<file path="src/rtl/lab3_pkg.sv">
// Shared types and default widths for the lab3 block-RAM demo datapath.
package lab3_pkg;

    localparam int DEFAULT_DATA_WIDTH = 16;
    localparam int DEFAULT_ADDR_WIDTH = 10;

    typedef enum logic [2:0] {
        IDLE = 3'd0,
        RD   = 3'd1,
        WT   = 3'd2,
        WR   = 3'd3,
        DONE = 3'd4
    } state_t;

endpackage

</file>
<file path="src/rtl/button_edge_sync.sv">
// Brings the raw active-low push-button into the clk domain and emits a
// single-cycle pulse on each press (falling edge of the synchronized level).
module button_edge_sync (
    input  logic clk,
    input  logic reset,
    input  logic button_n,
    output logic start_pulse
);

    logic sync1_q, sync1_d;
    logic sync2_q, sync2_d;
    logic prev_q,  prev_d;

    always_comb begin
        sync1_d = button_n;
        sync2_d = sync1_q;
        prev_d  = sync2_q;
    end

    // Flops reset to the released (high) level so leaving reset never looks like a press.
    always_ff @(posedge clk or posedge reset) begin
        if (reset) begin
            sync1_q <= 1'b1;
            sync2_q <= 1'b1;
            prev_q  <= 1'b1;
        end else begin
            sync1_q <= sync1_d;
            sync2_q <= sync2_d;
            prev_q  <= prev_d;
        end
    end

    assign start_pulse = prev_q & ~sync2_q;

endmodule

</file>
<file path="src/rtl/mem_demo_sequencer.sv">
// Read-modify-write sequencer: on each button press, adds INCR to NUM_WORDS
// consecutive BRAM words starting at BASE_ADDR and latches the last result.
module mem_demo_sequencer
    import lab3_pkg::*;
#(
    parameter int DATA_WIDTH = DEFAULT_DATA_WIDTH,
    parameter int ADDR_WIDTH = DEFAULT_ADDR_WIDTH,
    parameter int NUM_WORDS  = 4,
    parameter int BASE_ADDR  = 0,
    parameter int INCR       = 1
) (
    input  logic                  clk,
    input  logic                  reset,
    input  logic                  start_button,
    output logic [ADDR_WIDTH-1:0] mem_addr,
    output logic                  mem_we,
    output logic [DATA_WIDTH-1:0] mem_wdata,
    input  logic [DATA_WIDTH-1:0] mem_rdata,
    output logic [DATA_WIDTH-1:0] disp_value,
    output logic                  busy,
    output logic                  done
);

    localparam logic [ADDR_WIDTH-1:0] BASE     = ADDR_WIDTH'(BASE_ADDR);
    localparam logic [ADDR_WIDTH-1:0] LAST_IDX = ADDR_WIDTH'(NUM_WORDS - 1);
    localparam logic [DATA_WIDTH-1:0] INC      = DATA_WIDTH'(INCR);

    logic start_pulse;

    button_edge_sync u_button_edge_sync (
        .clk         (clk),
        .reset       (reset),
        .button_n    (start_button),
        .start_pulse (start_pulse)
    );

    state_t                state_q, state_d;
    logic [ADDR_WIDTH-1:0] addr_q,  addr_d;
    logic [ADDR_WIDTH-1:0] idx_q,   idx_d;
    logic                  we_q,    we_d;
    logic [DATA_WIDTH-1:0] wdata_q, wdata_d;
    logic [DATA_WIDTH-1:0] disp_q,  disp_d;
    logic                  busy_q,  busy_d;
    logic                  done_q,  done_d;

    // Outputs are decided from the next state so they are registered yet aligned with it.
    always_comb begin
        state_d = state_q;
        addr_d  = addr_q;
        idx_d   = idx_q;
        we_d    = 1'b0;
        wdata_d = wdata_q;
        disp_d  = disp_q;
        busy_d  = busy_q;
        done_d  = 1'b0;
        case (state_q)
            IDLE: begin
                if (start_pulse) begin
                    state_d = RD;
                    addr_d  = BASE;
                    idx_d   = '0;
                    busy_d  = 1'b1;
                end
            end
            RD: state_d = WT;
            WT: begin
                state_d = WR;
                we_d    = 1'b1;
                wdata_d = mem_rdata + INC;
                disp_d  = mem_rdata + INC;
            end
            WR: begin
                addr_d = addr_q + 1'b1;
                if (idx_q == LAST_IDX) begin
                    state_d = DONE;
                    done_d  = 1'b1;
                end else begin
                    idx_d   = idx_q + 1'b1;
                    state_d = RD;
                end
            end
            DONE: begin
                state_d = IDLE;
                busy_d  = 1'b0;
            end
            default: begin
                state_d = IDLE;
                busy_d  = 1'b0;
            end
        endcase
    end

    always_ff @(posedge clk or posedge reset) begin
        if (reset) begin
            state_q <= IDLE;
            addr_q  <= '0;
            idx_q   <= '0;
            we_q    <= 1'b0;
            wdata_q <= '0;
            disp_q  <= '0;
            busy_q  <= 1'b0;
            done_q  <= 1'b0;
        end else begin
            state_q <= state_d;
            addr_q  <= addr_d;
            idx_q   <= idx_d;
            we_q    <= we_d;
            wdata_q <= wdata_d;
            disp_q  <= disp_d;
            busy_q  <= busy_d;
            done_q  <= done_d;
        end
    end

    assign mem_addr   = addr_q;
    assign mem_we     = we_q;
    assign mem_wdata  = wdata_q;
    assign disp_value = disp_q;
    assign busy       = busy_q;
    assign done       = done_q;

endmodule

</file>
<file path="config.mk">
export PLATFORM = sky130hd
export DESIGN_NAME = mem_demo_sequencer
export DESIGN_NICKNAME = d
export VERILOG_FILES = /design/src/rtl/lab3_pkg.sv /design/src/rtl/button_edge_sync.sv /design/src/rtl/mem_demo_sequencer.sv
export SDC_FILE = /design/constraint.sdc
export NUM_CORES = 1
export LEC_CHECK = 0
export BUFFER_PORTS_ARGS = -buffer_cell sky130_fd_sc_hd__buf_2
export CAP_MARGIN = 20
export CORE_MARGIN = 4
export CORE_UTILIZATION = 35
export DETAILED_ROUTE_END_ITERATION = 16
export SLEW_MARGIN = 20
export SYNTH_ARGS = -nofsm -noshare
export SYNTH_HDL_FRONTEND = slang
export SYNTH_SLANG_ARGS = --single-unit
</file>
<file path="constraint.sdc">
create_clock -name clk -period 1.68 [get_ports clk]
set_clock_uncertainty 0.1 [all_clocks]
set_input_delay 0.084 -clock clk [delete_from_list [all_inputs] [get_ports clk]]
set_output_delay 0.084 -clock clk [all_outputs]
set_load 0.01 [all_outputs]
</file>
; Word level (Yosys, flattened, before mapping)
; Cells that the tools add are included.
[totals]
ff_bits = 45
latchBits = 0
mem_bits_rw = 0
romBits = 0
in_bits = 19
elab_cells = 40
n_memories = 0
[op_classes]
addsub = 3
n_mul = 0
div_mod_pow = 0
magnitude_cmp = 0
n_eq_ne = 6
shift = 0
mux = 12
n_bitwise = 3
n_reduce_logical = 6
[ops]
columns = op, count
row1 = 10-bit one-hot mux with 2 select lines, 2
row2 = "10-bit by 1-bit adder with 10-bit output, second input constant", 2
row3 = 10-bit 2-to-1 mux, 2
row4 = "16-bit by 1-bit adder with 16-bit output, second input constant", 1
row5 = 3-bit one-hot mux with 4 select lines, 1
row6 = "10-bit by 2-bit == test with 1-bit output, second input constant", 1
row7 = "3-bit by 2-bit == test with 1-bit output, second input constant", 2
row8 = 3-bit 2-to-1 mux, 2
row9 = 1-bit 2-to-1 mux, 4
row10 = "2-bit != test, second input constant", 2
row11 = 2-bit AND reduction, 2
row12 = "3-bit by 1-bit == test with 1-bit output, second input constant", 1
row13 = 3-bit logical NOT, 1
row14 = 3-bit AND reduction, 1
row15 = 3-bit OR reduction, 1
row16 = 1-bit inverter, 2
row17 = 1-bit one-hot mux with 2 select lines, 1
row18 = 2-bit nonzero test, 1
row19 = 1-bit AND, 1

; Logic depth before layout (Yosys ltp)
; Gate-level depths: netlist of the first run.
[depth]
word_depth = 4
mapped_depth = 7

; By module
; Synthesis of the first run repeated with hierarchy kept, for this count alone.
[unflattened]
hier_cells = 238
hier_area_um2 = 2331.0
[modules_own_cells]
columns = mod, instances, cells_per_inst, area_per_inst_um2, seq_area_each_um2
row1 = mem_demo_sequencer, 1, 233, 2234.6, 1051.0
row2 = button_edge_sync, 1, 5, 96.3, 78.8

; Least setup slack after synthesis of the first run
; No wires, ideal clock.
[synth_timing]
path_kind = reg-to-reg
startpoint = register state_q[0]
endpoint = register idx_q[0]
setup_time_ns = 0.125
arrival_ns = 1.519
t_required_ns = 1.455
slack_ns = -0.064
path_stages_with_launch = 6
n_path_buf = 1
period_less_slack_ns = 1.744
path_cell_list = dfrtp_1 -> buf_6 -> nor4b_4 -> a21oi_2 -> or2_1 -> mux2_4
[synth_between]
elab_chain_len = 3
elab_cells_between_ends = 7
[synth_rtl]
columns = element, line
row1 = from (decl), mem_demo_sequencer.sv:37  ; state_t state_q, state_d;
row2 = from (signal assigned), mem_demo_sequencer.sv:104  ; state_q <= state_d;
row3 = 3-bit by 2-bit == test with 1-bit output or 3-bit logical NOT (tied branches), mem_demo_sequencer.sv:56  ; case (state_q)
row4 = 2-bit != test (no source line) or 2-bit nonzero test (tied branches), n/a
row5 = 3-bit AND reduction (no source line), n/a
row6 = to (signal assigned), mem_demo_sequencer.sv:106  ; idx_q <= idx_d;
row7 = to (decl), mem_demo_sequencer.sv:39  ; logic [ADDR_WIDTH-1:0] idx_q, idx_d;
; Parallel ways exist; a longest one is shown, timed or not.
; A chain may end at the register's enable or synchronous reset.

; Worst setup path after layout of the first run
[layout_timing]
startpoint = register u_button_edge_sync.prev_q
endpoint = register idx_q[0]
[layout_between]
elab_chain_len = 3
[layout_rtl]
columns = element, line
row1 = from (decl), button_edge_sync.sv:12  ; logic prev_q, prev_d;
row2 = from (signal assigned), button_edge_sync.sv:29  ; prev_q <= prev_d;
row3 = 1-bit AND, button_edge_sync.sv:33  ; assign start_pulse = prev_q & ~sync2_q;
row4 = 2-bit != test (no source line), n/a
row5 = 3-bit AND reduction (no source line), n/a
; No other way between the ends.

==> run summary, run 1 <==
Critical Path AT - 1.73 ns
number of global-route vias before repair - 1943
post-synthesis simple-gate area fraction - 21.83%
sequential share of power - 37.1%
core area - 6422 um2
Wirelength per Cell - 13.72 um
1st-iter DRT viols - 67
Final nets - 341
switch share - 38.02%
Post-Route WL - 5.446 mm
Synth area leaders - dfrtp_1, buf_4, xnor2_1, nor2_1, a21oi_1
Min-Delay Path Class - input port to flip-flop
total number of vias - 1993
setup slack after layout - 0.03695 ns
critical path required time - 1.76 ns
fill cell count - 599
clock root buffer - clkbuf_8
Synth Area in Compound Gates - 9.845%
clock sinks - 45
Cell Rows - 29
chip width - 89.74 um
Mapped Cells - 244
area delta synth->final - 28.04%
Top FF cell, synth - dfrtp_1
most area-hungry cell type in the Yosys netlist - dfrtp_1
Final Max Slew Viols - 0
Max-slew headroom - 56.18%
Synth Warn # - 0
commonest non-fill, non-tap cells in the layout - buf_2, dfrtp_1, nor2_1
Max Clock Freq - 608.6 MHz
setup violators final - 0
Area after DPL - 2758 um2
All-Layer GR Usage - 13.81%
GRT Residual Overflow - 0
antenna viol nets, final - 0
GR Layer Usage met1 - 17.28%
Max Buffers Root-to-Sink - 2
Slew @ Worst Pin - 0.6533 ns
Clock Latency Late Sink - 0.30 ns
minimum clock period - 1.643 ns
Port Buffers - 63
largest family of logic cells by synthesized area - simple AND/OR/NAND/NOR gates
PwrDens - 1520 nW/um2
mapped cell area - 2338 um2
die span in y - 89.74 um
n_diodes - 0
cts bufs inserted - 5
RSZ-0062 raised after global routing - true
Hold Slack - 0.02602 ns
Net Sw Power - 1731 uW
CP Class - flip-flop to flip-flop
Placer Congestion - 0.8385
combinational power share - 44.1%
largest net degree at the start of global routing - 31
die area - 8053 um2
initial antenna violation count - 0
Static Leak - 0.001372 uW
Post-Synth Adder-Cell Area - 1.605%
post-detail-place hpwl - 3.981 mm
Worst Path Max Fanout - 4
TritonCTS clock tree - yes
XOR/XNOR share of the synthesized area - 7.116%
drt first pass iters - 4
VDD IR max - 434.1 uV
first-pass GRT wire length - 9.308 mm
post-synthesis mux area share - 2.836%
CP Capture Type - flip-flop
Setup crit start kind - flip-flop
Final period util - 97.80%
met2 Resource Use GR - 22.81%
syn_area_per_cell - 9.584 um2
Fin. Hold Viols - 0
power share of the clock group - 18.8%
ys async rst share - 100.0%
Via density - 5.020
layout cell share with drive strength beyond 1 - 34.38%
EDFF count, synth - 0
post-synthesis sequential area ratio - 48.31%
Design Area, Final - 2994 um2
Synth Register Bits - 45
post-synth top area share - 44.94%
met3 usage - 3.422%
outcome - completed
Initial Utilization - 36.41%
CTS clk-pin slew, worst paths - 0.08 ns
Distinct cells, synth - 40
drt drc - 0
internal power - 2821 uW
most common cell after layout, fill and taps aside - buf_2
Most Crowded Layer GR - met2
Place WS - 0.03892 ns
syn_nets - 266
H-tree depth - 2
Max Cap Violations - 0
num ports - 64
## critical path: stages (launching register included)
cell	delay (ns)
dfstp_2	0.54
nor4b_4	0.30
a21oi_2	0.10
or2_1	0.23
mux2_4	0.26
## worst paths after layout
path                                                             end  slack (ns)                            startpoint  cells past startpoint
max in group asynchronous       u_button_edge_sync.sync1_q$_DFF_PP1_        0.65                                 reset                      4
worst max-delay path                            idx_q[0]$_DFFE_PP0P_        0.04   u_button_edge_sync.prev_q$_DFF_PP1_                      4
worst max register to register                  idx_q[0]$_DFFE_PP0P_        0.04   u_button_edge_sync.prev_q$_DFF_PP1_                      4
worst min-delay path                      disp_value[13]$_DFFE_PP0P_        0.03                         mem_rdata[13]                      3
worst min register to register   u_button_edge_sync.prev_d$_DFF_PP1_        0.26  u_button_edge_sync.sync1_q$_DFF_PP1_                      0
min in group asynchronous                             done$_DFF_PP0_        0.23                                 reset                      3
## final cells by class
class                      instances  area, um2  share of cell area [%]
clock buffer                       7      86.33                   2.883
clock inverter                     1      30.03                   1.003
timing repair buffer              93      570.5                   19.06
multi-input combinational        166       1050                   35.06
inverter                           8      30.03                   1.003
sequential                        45       1131                   37.78
tap                               77      96.34                   3.218
## cell families (layout without fill, tap and decap cells)
group / Yosys count / count (layout)
simple gates: 99 / 99
flops: 45 / 45
compound gates: 39 / 39
buf+inv: 33 / 109
xor+xnor: 19 / 19
mux: 6 / 6
fa+ha+maj: 3 / 3
## flip-flops by register name, indices dropped and copies added (netlist names)
register / cells
done: 1
mem_addr: 10
u_button_edge_sync.prev_q: 1
busy: 1
disp_value: 16
u_button_edge_sync.prev_d: 1
idx_q: 10
u_button_edge_sync.sync1_q: 1
state_q: 3
mem_we: 1
## metrics by stage
stage	setup TNS (ns)	utilization (%)	power, uW	cells
floorplan	-0.02829	-	3090	244
global placement	0	42.94	3673	380
detailed placement	0	42.94	3704	380
CTS	0	45.84	4582	395
global route	-0.02874	46.62	4912	397
finish	0	46.62	4551	397
## timing repair
action,CTS,global route
hold buffers,7,0
hold endpoints to repair,21,0
resized for setup,0,9
setup endpoints to repair,0,11
setup buffers,0,2
## Yosys cell counts, drive strengths merged (5+ instances only)
library cell   n
a21oi         20
and3           5
buf           20
clkbuf         5
dfrtp         42
inv            8
nand2         17
nand3         11
nand4          9
nor2          30
nor3           6
nor4           6
o21ai          9
xnor2         13
xor2           6
## per-layer routing
layer	wire length, um	share of wire, %	vias to the layer above
met4	103	1.9	0
li1	-	-	983
met3	187	3.4	8
met5	0	0	-
met2	2629	48	32
met1	2525	46	970
## power by group through the flow
stage / clock [uW] / combinational, uW / sequential (uW)
global placement: 0 / 1970 / 1700
global route: 934 / 2230 / 1750
finish: 855 / 2010 / 1690
detailed placement: 0 / 1990 / 1710
CTS: 878 / 2010 / 1690
floorplan: 0 / 1300 / 1790
(Power assumes the default switching activity.)
==> run 2, diff against run 1 <==
--- a/config.mk
+++ b/config.mk
@@ -10,6 +10,7 @@
 export CORE_MARGIN = 4
 export CORE_UTILIZATION = 35
 export DETAILED_ROUTE_END_ITERATION = 16
+export GPL_TIMING_DRIVEN = 0
 export SLEW_MARGIN = 20
 export SYNTH_ARGS = -nofsm -noshare
 export SYNTH_HDL_FRONTEND = slang
==> run 2 against run 1 <==
  * The flow now finishes with violations (setup timing)
  * Worst setup slack worse by 0.039 ns
  * Register-to-register slack worse by 0.04 ns
  * Sequential share of layout area down 0.98 points
  * Combinational power up 16%
  * Non-clock buffer count up 12
  * Critical endpoint unchanged
  * Largest cell class unchanged
  * Largest power group unchanged
  * Highest routed layer unchanged
==> run summary, run 2 (synthesized netlist as in run 1, its figures left out) <==
TritonCTS clock tree - yes
core area - 6422 um2 (unchanged)
GR Layer Usage met1 - 17.39% (+0.11 points)
Final nets - 353 (+3.5%)
Critical Path AT - 1.78 ns (+0.05 ns)
RSZ-0062 raised after global routing - true
Final period util - 100.1% (+2.3 points)
crit-path cells - buf_6 > nor4b_4 > buf_6 > a21oi_4 > or2_1 > mux2_4
initial antenna violation count - 0 (unchanged)
Min-Delay Path Class - input port to flip-flop
PwrDens - 1520 nW/um2 (about the same)
met2 Resource Use GR - 22.93% (+0.13 points)
Max-slew headroom - 67.08% (+11 points)
CP Capture Type - flip-flop
Final Max Slew Viols - 0 (unchanged)
Most Crowded Layer GR - met2
Via density - 4.875 (-2.9%)
1st-iter DRT viols - 101 (+51%)
Cell Rows - 29 (unchanged)
drt first pass iters - 4 (unchanged)
All-Layer GR Usage - 13.80% (about the same)
largest net degree at the start of global routing - 25 (-19%)
layout cell share with drive strength beyond 1 - 37.05% (+2.7 points)
minimum clock period - 1.682 ns (+0.03895 ns)
die area - 8053 um2 (unchanged)
violated checks - setup timing
commonest non-fill, non-tap cells in the layout - buf_2, dfrtp_1, nor2_1
Max Clock Freq - 594.5 MHz (-2.3%)
Largest stage delay, worst path - 0.38 ns (-0.16 ns)
drt drc - 0 (unchanged)
Critical Path Most Common Cell - buf_6
CP Class - flip-flop to flip-flop
outcome - finished with violations
antenna viol nets, final - 0 (unchanged)
met3 usage - 3.506% (+0.083 points)
Static Leak - 0.001416 uW (+3.2%)
Max Cap Violations - 0 (unchanged)
Slew @ Worst Pin - 0.4931 ns (-0.1602 ns)
Worst Path Max Fanout - 6 (+2)
CTS clk-pin slew, worst paths - 0.09 ns (about the same)
setup violators final - 1 (+1)
total number of vias - 1994 (+0.050%)
Power, Total - 4673 uW (+2.7%)
critical path required time - 1.77 ns (about the same)
cts bufs inserted - 5 (unchanged)
CP bufs+invs - 2 (+2)
Setup crit start kind - flip-flop
Wirelength per Cell - 13.32 um (-2.9%)
number of global-route vias before repair - 1993 (+2.6%)
clock root buffer - clkbuf_8
chip width - 89.74 um (unchanged)
post-detail-place hpwl - 3.921 mm (-1.5%)
Post-Route WL - 5.446 mm (unchanged)
Placer Congestion - 0.8199 (-2.2%)
Fin. Hold Viols - 0 (unchanged)
VDD IR max - 454.7 uV (+4.7%)
area delta synth->final - 31.46%
Area after DPL - 2774 um2 (+0.59%)
setup slack after layout - -0.001999 ns (-0.03895 ns)
Largest register FFs - 16 (unchanged)
GRT Residual Overflow - 0 (unchanged)
num ports - 64 (unchanged)
die span in y - 89.74 um (unchanged)
n_diodes - 0 (unchanged)
Initial Utilization - 36.41% (unchanged)
H-tree depth - 2 (unchanged)
Design Area, Final - 3074 um2 (+2.7%)
Worst path slowest cell - dfrtp_1
Clock Latency Late Sink - 0.30 ns (about the same)
most common cell after layout, fill and taps aside - buf_2
clock sinks - 45 (unchanged)
first-pass GRT wire length - 9.197 mm (-1.2%)
Hold Slack - 0.02207 ns (-0.003950 ns)
Port Buffers - 63 (unchanged)
Top delay family on crit path - simple AND/OR/NAND/NOR gates
Max Buffers Root-to-Sink - 2 (unchanged)
run 2: area by class of cell:
type | count | area (um2)
repair buffers | 82 | 494.2
multi-input cells | 166 | 1062
clock inverters | 3 | 17.52
plain buffers | 23 | 173.9
inverters | 8 | 30.03
fillers | 619 | 3348
well taps | 77 | 96.34
flip-flops and latches | 45 | 1131
clock buffers | 5 | 68.82
run 2: what timing repair did:
action / CTS / global route
endpoints found under the setup margin: 23 / 27
hold buffers: 8 / 0
pin swaps: 5 / 4
cloned: 0 / 0
hold endpoints to repair: 28 / 0
buffers inserted: 7 / 3
resized for setup: 8 / 14
run 2: per-layer routing:
metal | vias up | wire length, um
met3 | 8 | 210
li1 | 1009 | -
met2 | 36 | 2682
met5 | - | 0
met4 | 0 | 94
met1 | 941 | 2458
run 2: worst paths after layout:
kind	start	end	slack, ns	cells past startpoint
worst max-delay path	state_q[1]$_DFFE_PP0P_	idx_q[0]$_DFFE_PP0P_	-0.002	6
worst min register to register	u_button_edge_sync.sync1_q$_DFF_PP1_	u_button_edge_sync.prev_d$_DFF_PP1_	0.26	0
worst min-delay path	mem_rdata[4]	disp_value[4]$_DFFE_PP0P_	0.02	3
min in group asynchronous	reset	mem_addr[9]$_DFFE_PP0P_	0.24	3
max in group asynchronous	reset	u_button_edge_sync.sync1_q$_DFF_PP1_	0.67	4
worst max register to register	state_q[1]$_DFFE_PP0P_	idx_q[0]$_DFFE_PP0P_	-0.002	6
run 2: worst register-to-register path, cell delays in order (launching register included):
cell	delay, ns
dfrtp_1	0.38
buf_6	0.13
nor4b_4	0.26
buf_6	0.17
a21oi_4	0.05
or2_1	0.23
mux2_4	0.26
run 2: per-stage QoR:
step	setup WS [ns]	setup TNS, ns	util (%)	cells
5_1_grt	-0.06504	-0.1566	47.87	409
3_5_place_dp	-0.1792	-1.625	43.19	385
2_1_floorplan	-0.02829	-0.02829	-	244
4_1_cts	-0.04246	-0.04552	47.01	407
3_3_place_gp	-0.2010	-9.123	42.88	384
6_report	-0.001999	-0.001999	47.87	409
run 2: report_power, final:
part	internal [uW]	switching [uW]	leakage (uW)	total, uW
clock network	287	376	0.0000439	663
logic	1140	1190	0.000823	2330
registers	1430	254	0.000550	1680
total	2850	1820	0.00142	4670
==> run 3, diff against run 2 <==
==> constraint.sdc (replaced) <==
create_clock -name clk -period 2.1 [get_ports clk]
set_clock_uncertainty 0.1 [all_clocks]
set_input_delay 0.105 -clock clk [delete_from_list [all_inputs] [get_ports clk]]
set_output_delay 0.105 -clock clk [all_outputs]
set_load 0.01 [all_outputs]
==> run 3 against run 2 <==
  * The flow now finishes without violations
  * Non-clock buffer count is 13 lower
  * Maximum frequency is 11% lower
  * Global-route usage is 0.82 points lower
  * Die area stayed put
  * Hold slack worse by 0.011 ns
  * First-iteration DRC count is 45% lower
  * Clock power is 23% lower
  * Critical path depth is 1 lower
  * Register-to-register slack better by 0.22 ns
  * Final area is 6.2% lower
  * Largest cell class unchanged
==> run summary, run 3 (synthesized netlist as in run 1, its figures left out) <==
outcome - completed
Placer Congestion - 0.8158 (-0.50%)
layout cell share with drive strength beyond 1 - 31.35% (-5.7 points)
drt first pass iters - 4 (unchanged)
CTS clk-pin slew, worst paths - 0.08 ns (about the same)
setup slack after layout - 0.2146 ns (+0.2166 ns)
GRT Residual Overflow - 0 (unchanged)
Static Leak - 0.001335 uW (-5.7%)
n_diodes - 0 (unchanged)
H-tree depth - 2 (unchanged)
Wirelength per Cell - 12.76 um (-4.2%)
Fin. Hold Viols - 0 (unchanged)
critical path required time - 2.19 ns (+0.42 ns)
post-detail-place hpwl - 3.917 mm (-0.11%)
Max-slew headroom - 68.67% (+1.6 points)
Max Buffers Root-to-Sink - 2 (unchanged)
Place WS - 0.2036 ns (+0.3829 ns)
Clock Latency Late Sink - 0.29 ns (about the same)
clock root buffer - clkbuf_8
antenna viol nets, final - 0 (unchanged)
first-pass GRT wire length - 8.832 mm (-4.0%)
chip width - 89.74 um (unchanged)
Via density - 4.760 (-2.4%)
PwrDens - 1225 nW/um2 (-19%)
clock sinks - 45 (unchanged)
Initial Utilization - 36.41% (unchanged)
most common cell after layout, fill and taps aside - buf_2
setup violators final - 0 (-1)
area delta synth->final - 23.27%
Port Buffers - 63 (unchanged)
initial antenna violation count - 0 (unchanged)
TritonCTS clock tree - yes
post-layout util - 44.89% (-3.0 points)
minimum clock period - 1.885 ns (+0.2034 ns)
num ports - 64 (unchanged)
cts bufs inserted - 5 (unchanged)
multi-input logic area - 1011 um2 (-4.8%)
Setup crit start kind - flip-flop
Cell Rows - 29 (unchanged)
number of global-route vias before repair - 1843 (-7.5%)
Final Max Slew Viols - 0 (unchanged)
Max Clock Freq - 530.4 MHz (-11%)
VDD IR max - 368.0 uV (-19%)
core area - 6422 um2 (unchanged)
Min-Delay Path Class - input port to flip-flop
CP Class - flip-flop to flip-flop
fill cell count - 628 (+1.5%)
Final period util - 89.78% (-10 points)
Critical Path AT - 1.97 ns (+0.19 ns)
Largest register FFs - 16 (unchanged)
Worst Path Max Fanout - 8 (+2)
die span in y - 89.74 um (unchanged)
Max Cap Violations - 0 (unchanged)
commonest non-fill, non-tap cells in the layout - buf_2, dfrtp_1, nor2_1
RSZ-0062 raised after global routing - false
largest net degree at the start of global routing - 29 (+16%)
All-Layer GR Usage - 12.97% (-0.82 points)
CTS-repair resized insts - 0 (-8)
Slew @ Worst Pin - 0.4700 ns (-0.02309 ns)
die area - 8053 um2 (unchanged)
setup TNS - 0 ns (+0.001999 ns)
CP Capture Type - flip-flop
Final nets - 340 (-3.7%)
total number of vias - 1885 (-5.5%)
Post-Route WL - 5.052 mm (-7.2%)
1st-iter DRT viols - 56 (-45%)
Register Area - 1130 um2 (-0.11%)
drt drc - 0 (unchanged)
[run 3: changes by cell type in the layout (fill, tap and decap cells not counted), sizes merged]
cell         previous run  this run
buf                    94        84
clkinvlp                1         0
dlygate4sd3             8         3
clkbuf                  8        11
[run 3: worst max-delay path: stages, from the launching register on]
cell and delay [ns]:
dfrtp_1 0.38, buf_6 0.13, nor4b_4 0.43, a21oi_2 0.20
or2_1 0.28, mux2_4 0.25
[run 3: power by group]
part | leakage (uW) | internal, uW | total, uW | switching [uW]
logic | 0.000739 | 785 | 1680 | 895
registers | 0.000551 | 1140 | 1340 | 203
clock network | 0.0000450 | 231 | 508 | 277
total | 0.00134 | 2160 | 3530 | 1380
[run 3: cell type report]
cell class,instances,area share (%)
buffer,25,5.816
timing repair buffer,67,12.67
multi-input combinational,166,35.07
tap,77,3.342
clock buffer,6,2.517
sequential,45,39.19
inverter,8,1.042
clock inverter,2,0.3472
[run 3: worst paths after layout]
kind                            slack, ns                              endpoint                            startpoint  cells after the start
max in group asynchronous            1.10  u_button_edge_sync.sync1_q$_DFF_PP1_                                 reset                      4
worst min-delay path                 0.01             disp_value[8]$_DFFE_PP0P_                          mem_rdata[8]                      3
min in group asynchronous            0.24               mem_addr[9]$_DFFE_PP0P_                                 reset                      3
worst min register to register       0.26   u_button_edge_sync.prev_d$_DFF_PP1_  u_button_edge_sync.sync1_q$_DFF_PP1_                      0
worst max register to register       0.21                  idx_q[0]$_DFFE_PP0P_                state_q[0]$_DFFE_PP0P_                      5
worst max-delay path                 0.21                  idx_q[0]$_DFFE_PP0P_                state_q[0]$_DFFE_PP0P_                      5
[run 3: timing repair]
action | in CTS | in global routing
hold buffers | 3 | 0
hold endpoints to repair | 19 | 0
buffers inserted | 0 | 0
[run 3: stage by stage]
stage | cell area [um2] | total power, uW | std cells | hold WS [ns]
2_1_floorplan | 2338 | 2465 | 244 | 0.009478
3_3_place_gp | 2750 | 3019 | 384 | 0.1153
5_1_grt | 2883 | 3849 | 396 | 0.01903
6_report | 2883 | 3532 | 396 | 0.01092
3_5_place_dp | 2770 | 3065 | 385 | 0.02071
4_1_cts | 2883 | 3595 | 396 | 0.0005333
[run 3: metal layers]
layer  wire length, um  GRT usage, %  vias up
met1              2372         17.33      871
met5                 0             0        -
met3               165         3.172        5
met2              2445         20.74       29
li1                  -             -      980
met4                68         4.215        0
